<file path="src/rtl/downsample_engine.sv">
// 2x2 box-average downsampler: reads a row-major 8-bit image through a
// one-cycle-latency memory port and writes the half-resolution image row-major.
module downsample_engine #(
  parameter int IMG_W      = 256,
  parameter int IMG_H      = 256,
  parameter int ADDR_W     = 16,
  parameter int OUT_ADDR_W = 14
) (
  input  logic                  clk,
  input  logic                  rst,
  input  logic                  start,
  output logic [ADDR_W-1:0]     dram_addr,
  input  logic [7:0]            dram_data,
  output logic [OUT_ADDR_W-1:0] out_addr,
  output logic [7:0]            out_data,
  output logic                  out_wen,
  output logic                  busy,
  output logic                  done
);

  localparam int OUT_W = IMG_W / 2;
  localparam int OUT_H = IMG_H / 2;
  localparam int C_W   = (OUT_W > 1) ? $clog2(OUT_W) : 1;
  localparam int R_W   = (OUT_H > 1) ? $clog2(OUT_H) : 1;

  typedef enum logic [2:0] {
    IDLE,
    RD0,
    RD1,
    RD2,
    RD3,
    DRAIN,
    WRITE,
    DONE
  } state_t;

  state_t state, state_next;

  logic [R_W-1:0]    r;
  logic [C_W-1:0]    c;
  logic [9:0]        acc;
  logic [9:0]        sum_next;
  logic              last_col;
  logic              last_row;
  logic [ADDR_W-1:0] base_addr;
  logic [ADDR_W-1:0] rd_addr;

  assign last_col  = (int'(c) == OUT_W - 1);
  assign last_row  = (int'(r) == OUT_H - 1);
  assign base_addr = ADDR_W'(int'(r) * 2 * IMG_W + int'(c) * 2);
  // Four bytes of at most 255 each cannot overflow the 10-bit sum.
  assign sum_next  = acc + {2'b00, dram_data};

  // Address requested by each read state; it is registered at the end of that
  // state, so its byte arrives during the following state.
  always_comb begin
    rd_addr = base_addr;
    case (state)
      RD1:     rd_addr = base_addr + ADDR_W'(1);
      RD2:     rd_addr = base_addr + ADDR_W'(IMG_W);
      RD3:     rd_addr = base_addr + ADDR_W'(IMG_W + 1);
      default: rd_addr = base_addr;
    endcase
  end

  always_ff @(posedge clk) begin
    if (rst) state <= IDLE;
    else     state <= state_next;
  end

  // NOTE: every output of this block gets a default first so no path through
  // the case statement leaves a value unassigned and infers a latch.
  always_comb begin
    state_next = state;
    busy       = 1'b0;
    done       = 1'b0;
    out_wen    = 1'b0;
    case (state)
      IDLE: begin
        if (start) state_next = RD0;
      end
      RD0: begin
        busy       = 1'b1;
        state_next = RD1;
      end
      RD1: begin
        busy       = 1'b1;
        state_next = RD2;
      end
      RD2: begin
        busy       = 1'b1;
        state_next = RD3;
      end
      RD3: begin
        busy       = 1'b1;
        state_next = DRAIN;
      end
      DRAIN: begin
        busy       = 1'b1;
        state_next = WRITE;
      end
      WRITE: begin
        busy       = 1'b1;
        out_wen    = 1'b1;
        state_next = (last_col && last_row) ? DONE : RD0;
      end
      DONE: begin
        done = 1'b1;
        if (!start) state_next = IDLE;
      end
      default: state_next = IDLE;
    endcase
  end

  // NOTE: sequential state uses non-blocking assignments so every register
  // samples the pre-edge values, independent of statement order.
  always_ff @(posedge clk) begin
    if (rst) begin
      r         <= '0;
      c         <= '0;
      acc       <= '0;
      dram_addr <= '0;
      out_addr  <= '0;
      out_data  <= '0;
    end else begin
      case (state)
        RD0: begin
          acc       <= '0;
          dram_addr <= rd_addr;
        end
        RD1, RD2, RD3: begin
          acc       <= sum_next;
          dram_addr <= rd_addr;
        end
        DRAIN: begin
          acc      <= sum_next;
          out_addr <= OUT_ADDR_W'(int'(r) * OUT_W + int'(c));
          out_data <= 8'((sum_next + 10'd2) >> 2);
        end
        WRITE: begin
          if (last_col) begin
            c <= '0;
            r <= last_row ? '0 : r + R_W'(1);
          end else begin
            c <= c + C_W'(1);
          end
        end
        default: ;
      endcase
    end
  end

endmodule

</file>
<file path="config.mk">
export PLATFORM = sky130hd
export DESIGN_NAME = downsample_engine
export DESIGN_NICKNAME = d
export VERILOG_FILES = /design/src/rtl/downsample_engine.sv
export SDC_FILE = /design/constraint.sdc
export NUM_CORES = 1
export LEC_CHECK = 0
export ABC_CLOCK_PERIOD_IN_PS = 2400
export BUFFER_PORTS_ARGS = -buffer_cell sky130_fd_sc_hd__buf_2
export CAP_MARGIN = 20
export CORE_MARGIN = 2
export CORE_UTILIZATION = 50
export CTS_CLUSTER_DIAMETER = 80
export DETAILED_ROUTE_END_ITERATION = 10
export HOLD_SLACK_MARGIN = 0.03
export PLACE_DENSITY_LB_ADDON = 0.2
export SLEW_MARGIN = 20
export SYNTH_ARGS = -nofsm -noshare
export SYNTH_HDL_FRONTEND = slang
export SYNTH_SLANG_ARGS = --single-unit
</file>
<file path="constraint.sdc">
create_clock -name clk -period 2.4 [get_ports clk]
set_input_delay 0 -clock clk [delete_from_list [all_inputs] [get_ports clk]]
set_output_delay 0 -clock clk [all_outputs]
set_load 0.005 [all_outputs]
</file>
# Word level (Yosys, flattened, before mapping)
# Cells that the tools add are included.
[totals]
ff_bits = 65
output_inout_bits = 41
inputBits = 11
elab_cells = 46
[classes]
reduce_logical = 8
n_mux = 11
eq_ne = 11
n_addsub = 9
[ops]
columns = ["operator", "n"]
rows = [
  ["one-hot mux 16 bit (3 select lines)", 1],
  ["adder 16 x 9 -> 16 bit (second input constant)", 2],
  ["one-hot mux 3 bit (8 select lines)", 1],
  ["one-hot mux 10 bit (2 select lines)", 1],
  ["adder 16 x 1 -> 16 bit (second input constant)", 1],
  ["adder 16 x 8 -> 16 bit", 1],
  ["adder 14 x 7 -> 14 bit", 1],
  ["adder 7 x 1 -> 7 bit (second input constant)", 2],
  ["equality test 7 x 1 -> 1 bit (second input constant)", 2],
  ["2-to-1 mux 7 bit", 2],
  ["equality test 3 bit (second input constant)", 4],
  ["adder 10 x 2 -> 10 bit (second input constant)", 1],
  ["adder 10 x 8 -> 10 bit", 1],
  ["2-to-1 mux 3 bit", 3],
  ["OR reduction 4 bit", 2],
  ["equality test 3 x 2 -> 1 bit (second input constant)", 2],
  ["OR reduction 6 bit", 1],
  ["inequality test 2 bit (second input constant)", 2],
  ["AND reduction 2 bit", 2],
  ["equality test 3 x 1 -> 1 bit (second input constant)", 1],
  ["zero test 3 bit", 1],
  ["2-to-1 mux 1 bit", 3],
  ["nonzero test 2 bit", 1],
  ["logical AND 1 bit", 1],
]

# Depth between registers and ports, before layout
[logic_depth]
word_depth = 4
depth_mapped = 10
ltp_nobuf = 10

# Least setup slack after synthesis
# No wires, ideal clock.
[synth_timing]
path_kind = "reg2reg"
start = "reg acc[0]"
end = "reg out_data[7]"
path_slack_ns = 0.138
synth_period_minus_slack_ns = 2.262
t_required_ns = 2.285
path_stages_with_launch = 11
t_arrival_ns = 2.148
n_path_buf = 0
setup_time_ns = 0.115
cell_sequence = "dfxtp_1 > ha_1 > inv_1 > fa_1 > and2b_1 > o22ai_1 > xnor2_2 > and4_1 > nand4_1 > xnor2_1 > o21a_1"
[synth_via]
elab_chain_len = 2
[synth_lines]
columns = ["element", "line_no", "rtl"]
rows = [
  ["start: declaration", "41", "logic [9:0] acc;"],
  ["start signal: assignment", "132", "acc <= sum_next;"],
  ["start signal: assignment", "136", "acc <= sum_next;"],
  ["adder 10 x 8 -> 10 bit", "52", "assign sum_next = acc + {2'b00, dram_data};"],
  ["adder 10 x 2 -> 10 bit", "138", "out_data <= 8'((sum_next + 10'd2) >> 2);"],
  ["end signal: assignment", "138", ""],
  ["end: declaration", "15", "output logic [7:0] out_data,"],
]
# No other way between the ends.
# A chain may end at the register's enable or synchronous reset.

# Worst setup path after layout
# Ends and elaborated chain as after synthesis.

==> metrics.md <==
| Metric | Value |
|---|---|
| Outcome | `complete, no violations` |
| Sw frac | `between 30% and 40%` |
| Synthesized area | `3090 um2` |
| P_leak | `1.50 nW` |
| Distinct cells, synth | `between 40 and 50` |
| Layout Skew | `0.00833 ns` |
| CTS Buffer Depth | `2` |
| First-pass GRT wire length | `10800 um` |
| CP delay by family, top | `simple AND/OR/NAND/NOR gates` |
| Number of global-route vias before repair | `2468` |
| Slew HR | `44.7%` |
| Initial Utilization | `51.9%` |
| # rows | `28` |
| Crit start category | `flip-flop` |
| Synthesized instance count | `372` |
| Fin crit share | `between 90% and 100%` |
| CTS root buf | `clkbuf_8` |
| Crit path arrival time | `roughly 2.5 ns` |
| Final wirelength | `roughly 6600 um` |
| Clock power frac | `a little under a third` |
| Critical Path End Type | `flip-flop` |
| DR WL/cell | `13.0 um` |
| Total gr overflow | `0` |
| Minimum clock period | `2.29 ns` |
| Via count | `2685` |
| Final net count | `450` |
| Top_reg_cell synth | `dfxtp_1` |
| Die Ht | `slightly above 80 um` |
| Worst VDD drop | `0.440 mV` |
| # setup viols final | `0` |
| Placed cell count | `488` |
| PortBufs | `51` |
| Initial drt markers | `approximately 130` |
| TritonCTS Sinks | `65` |
| Slowest CP cell | `fa_2` |
| Tot GR Track Use | `approximately 21%` |
| RSZ-0062 raised after global routing | `false` |
| Fraction of layout cells with a size suffix above 1 | `21.6%` |
| Worst-path maximum fanout | `4` |
| Async S/R FF share, synth | `0%` |
| Syn nets | `395` |
| Antenna diodes | `0` |
| Number of CTS-inserted buffers | `9` |
| Final Hold Viols | `0` |
| Most frequent cells in the layout | `nand2_1 (73), dfxtp_1 (64), buf_2 (51)` |
| Sequential share of the synthesized area | `a little over two fifths` |
| Worst Path Required | `2.63 ns` |
| Sequential Power Share | `43.9%` |
| Tot Pwr | `roughly 2.6 mW` |
| Max-slew violations | `0` |
| Post-route DRC violation count | `0` |
| Critical path class | `reg2reg` |
| Die width | `just over 80 um` |
| Post-Layout Cell Count | `slightly above 500` |
| Max-cap check violation count | `0` |
| HPWL after DPL | `4570 um` |
| Die area | `6830 um2` |
| Core box area | `slightly below 6000 um2` |
| Via/cell ratio | `5.31` |
| WP buf/inv | `1` |
| Post-synth EDFFs | `0` |
| Num ports | `52` |
| Synthesized area per cell | `8.31 um2` |
| Fin Setup TNS | `0 ns` |
| GP Congestion | `0.833` |
| Commonest non-fill, non-tap cell in the layout | `nand2_1` |
| Comb pwr share | `25.9%` |
| Clk slew on worst S/H paths | `0.06 ns` |
| Fmax | `438 MHz` |
| Worst-margin pin slew | `0.823 ns` |
| Antenna violations before repair | `0` |
| Switching pwr | `0.824 mW` |
| Largest stage delay, worst path | `between 0.3 and 0.4 ns` |
| Worst-path cell chain | `ha_2 -> inv_1 -> fa_2 -> and2b_2 -> o22ai_1 -> xnor2_2 -> and4_1 -> nand4_1 -> xnor2_1 -> o21a_1` |
| Area Overhead vs Synth | `17.9%` |
| First-pass iteration count of the detailed router | `4` |
| Largest net degree at the start of global routing | `37` |
| Syn. warnings | `0` |
| DRT antenna net count | `0` |
| Worst-Skew Late Latency | `0.33 ns` |
| TritonCTS clock tree | `built` |
| Internal power | `1.80 mW` |
| H-tree depth | `3` |
| Synthesized flop and latch total | `65` |
| Pwr Density | `721 nW/um2` |
| Util after Layout | `61.2%` |
| Hold Path Class | `in2reg` |
[final timing paths]
kind / slack [ns] / to / start / cells past startpoint
min reg2reg: 0.45 / dram_addr[14] / dram_addr[14] / 2
max: 0.11 / out_data[7] / acc[0] / 10
max reg2reg: 0.11 / out_data[7] / acc[0] / 10
min: 0.05 / state[0] / start / 5
[cells in the mapped netlist, types with 3 or more instances]
library cell,number,area (um2)
nand2_1,73,274
dfxtp_1,65,1300
a21oi_1,39,195
nor2_1,38,143
clkbuf_1,15,56.3
xor2_1,14,123
a211oi_1,12,90.1
ha_1,11,138
xnor2_1,11,96.3
o21ai_0,8,40.0
and3_1,7,43.8
a221oi_1,6,52.6
inv_1,6,22.5
mux2i_1,6,60.1
nand4_1,6,37.5
a22oi_1,5,37.5
buf_2,5,25.0
o21a_1,4,30.0
buf_1,3,11.3
nor3_1,3,15.0
[metal layers]
| metal | GRT usage (%) | up-vias | wire length, um |
|---|---|---|---|
| met1 | 27.7 | 1237 | 3250 |
| met4 | 8.03 | 0 | 100 |
| met5 | 0 | - | 0 |
| met3 | 4.46 | 12 | 275 |
| li1 | - | 1390 | - |
| met2 | 32.1 | 46 | 2950 |
[metrics by stage]
stage	cell area, um2	hold slack, ns	setup slack [ns]
final	3640	0.0456	0.115
after global routing	3640	0.0929	0.0110
after CTS	3640	0.0347	0.0192
after detailed placement	3450	0.330	-0.00232
after global placement	3450	0.321	0.0449
after floorplan	3090	0.229	0.138
[sequential cells by signal, summed over array words and instances, names as in the netlist]
register and flops:
c 7, out_addr 14, acc 10, dram_addr 16, state 3, out_data 8
r 7
[power by group through the flow]
stage / Combinational [mW] / Sequential [mW] / Clock, mW
after detailed placement: 0.657 / 1.18 / 0
after CTS: 0.681 / 1.15 / 0.808
after floorplan: 0.489 / 1.16 / 0
after global routing: 0.752 / 1.16 / 0.847
final: 0.681 / 1.15 / 0.794
after global placement: 0.650 / 1.18 / 0
[layout make-up]
type / instances / area [um2]
fill: 556 / 2310
multi-input combinational: 275 / 1670
sequential: 65 / 1300
timing repair buffer: 69 / 393
clock buffer: 12 / 145
tap: 75 / 93.8
inverter: 7 / 26.3
clock inverter: 3 / 17.5
[worst register-to-register path, stage by stage, from the launching register on]
cell	delay (ns)
dfxtp_2	0.34
ha_2	0.18
inv_1	0.05
fa_2	0.35
and2b_2	0.26
o22ai_1	0.11
xnor2_2	0.21
and4_1	0.23
nand4_1	0.13
xnor2_1	0.16
o21a_1	0.17
[kinds of logic after synthesis]
kind of cell / share of synthesized area, %
and+or+nand+nor: 19.9
buffers and inverters: 4.25
AOI/OAI and AO/OA: 18.1
xor gates and xnor gates: 8.66
muxes: 1.94
adders and majority gates: 5.10
DFF: 42.1
[repair_timing]
action	in CTS	in global routing
setup buffers	2	0
endpoints found under the setup margin	2	5
endpoints found under the hold margin	7	0
pin swaps	1	1
resized for setup	1	3
hold buffers	1	0
Power figures use the tool's default switching activity.
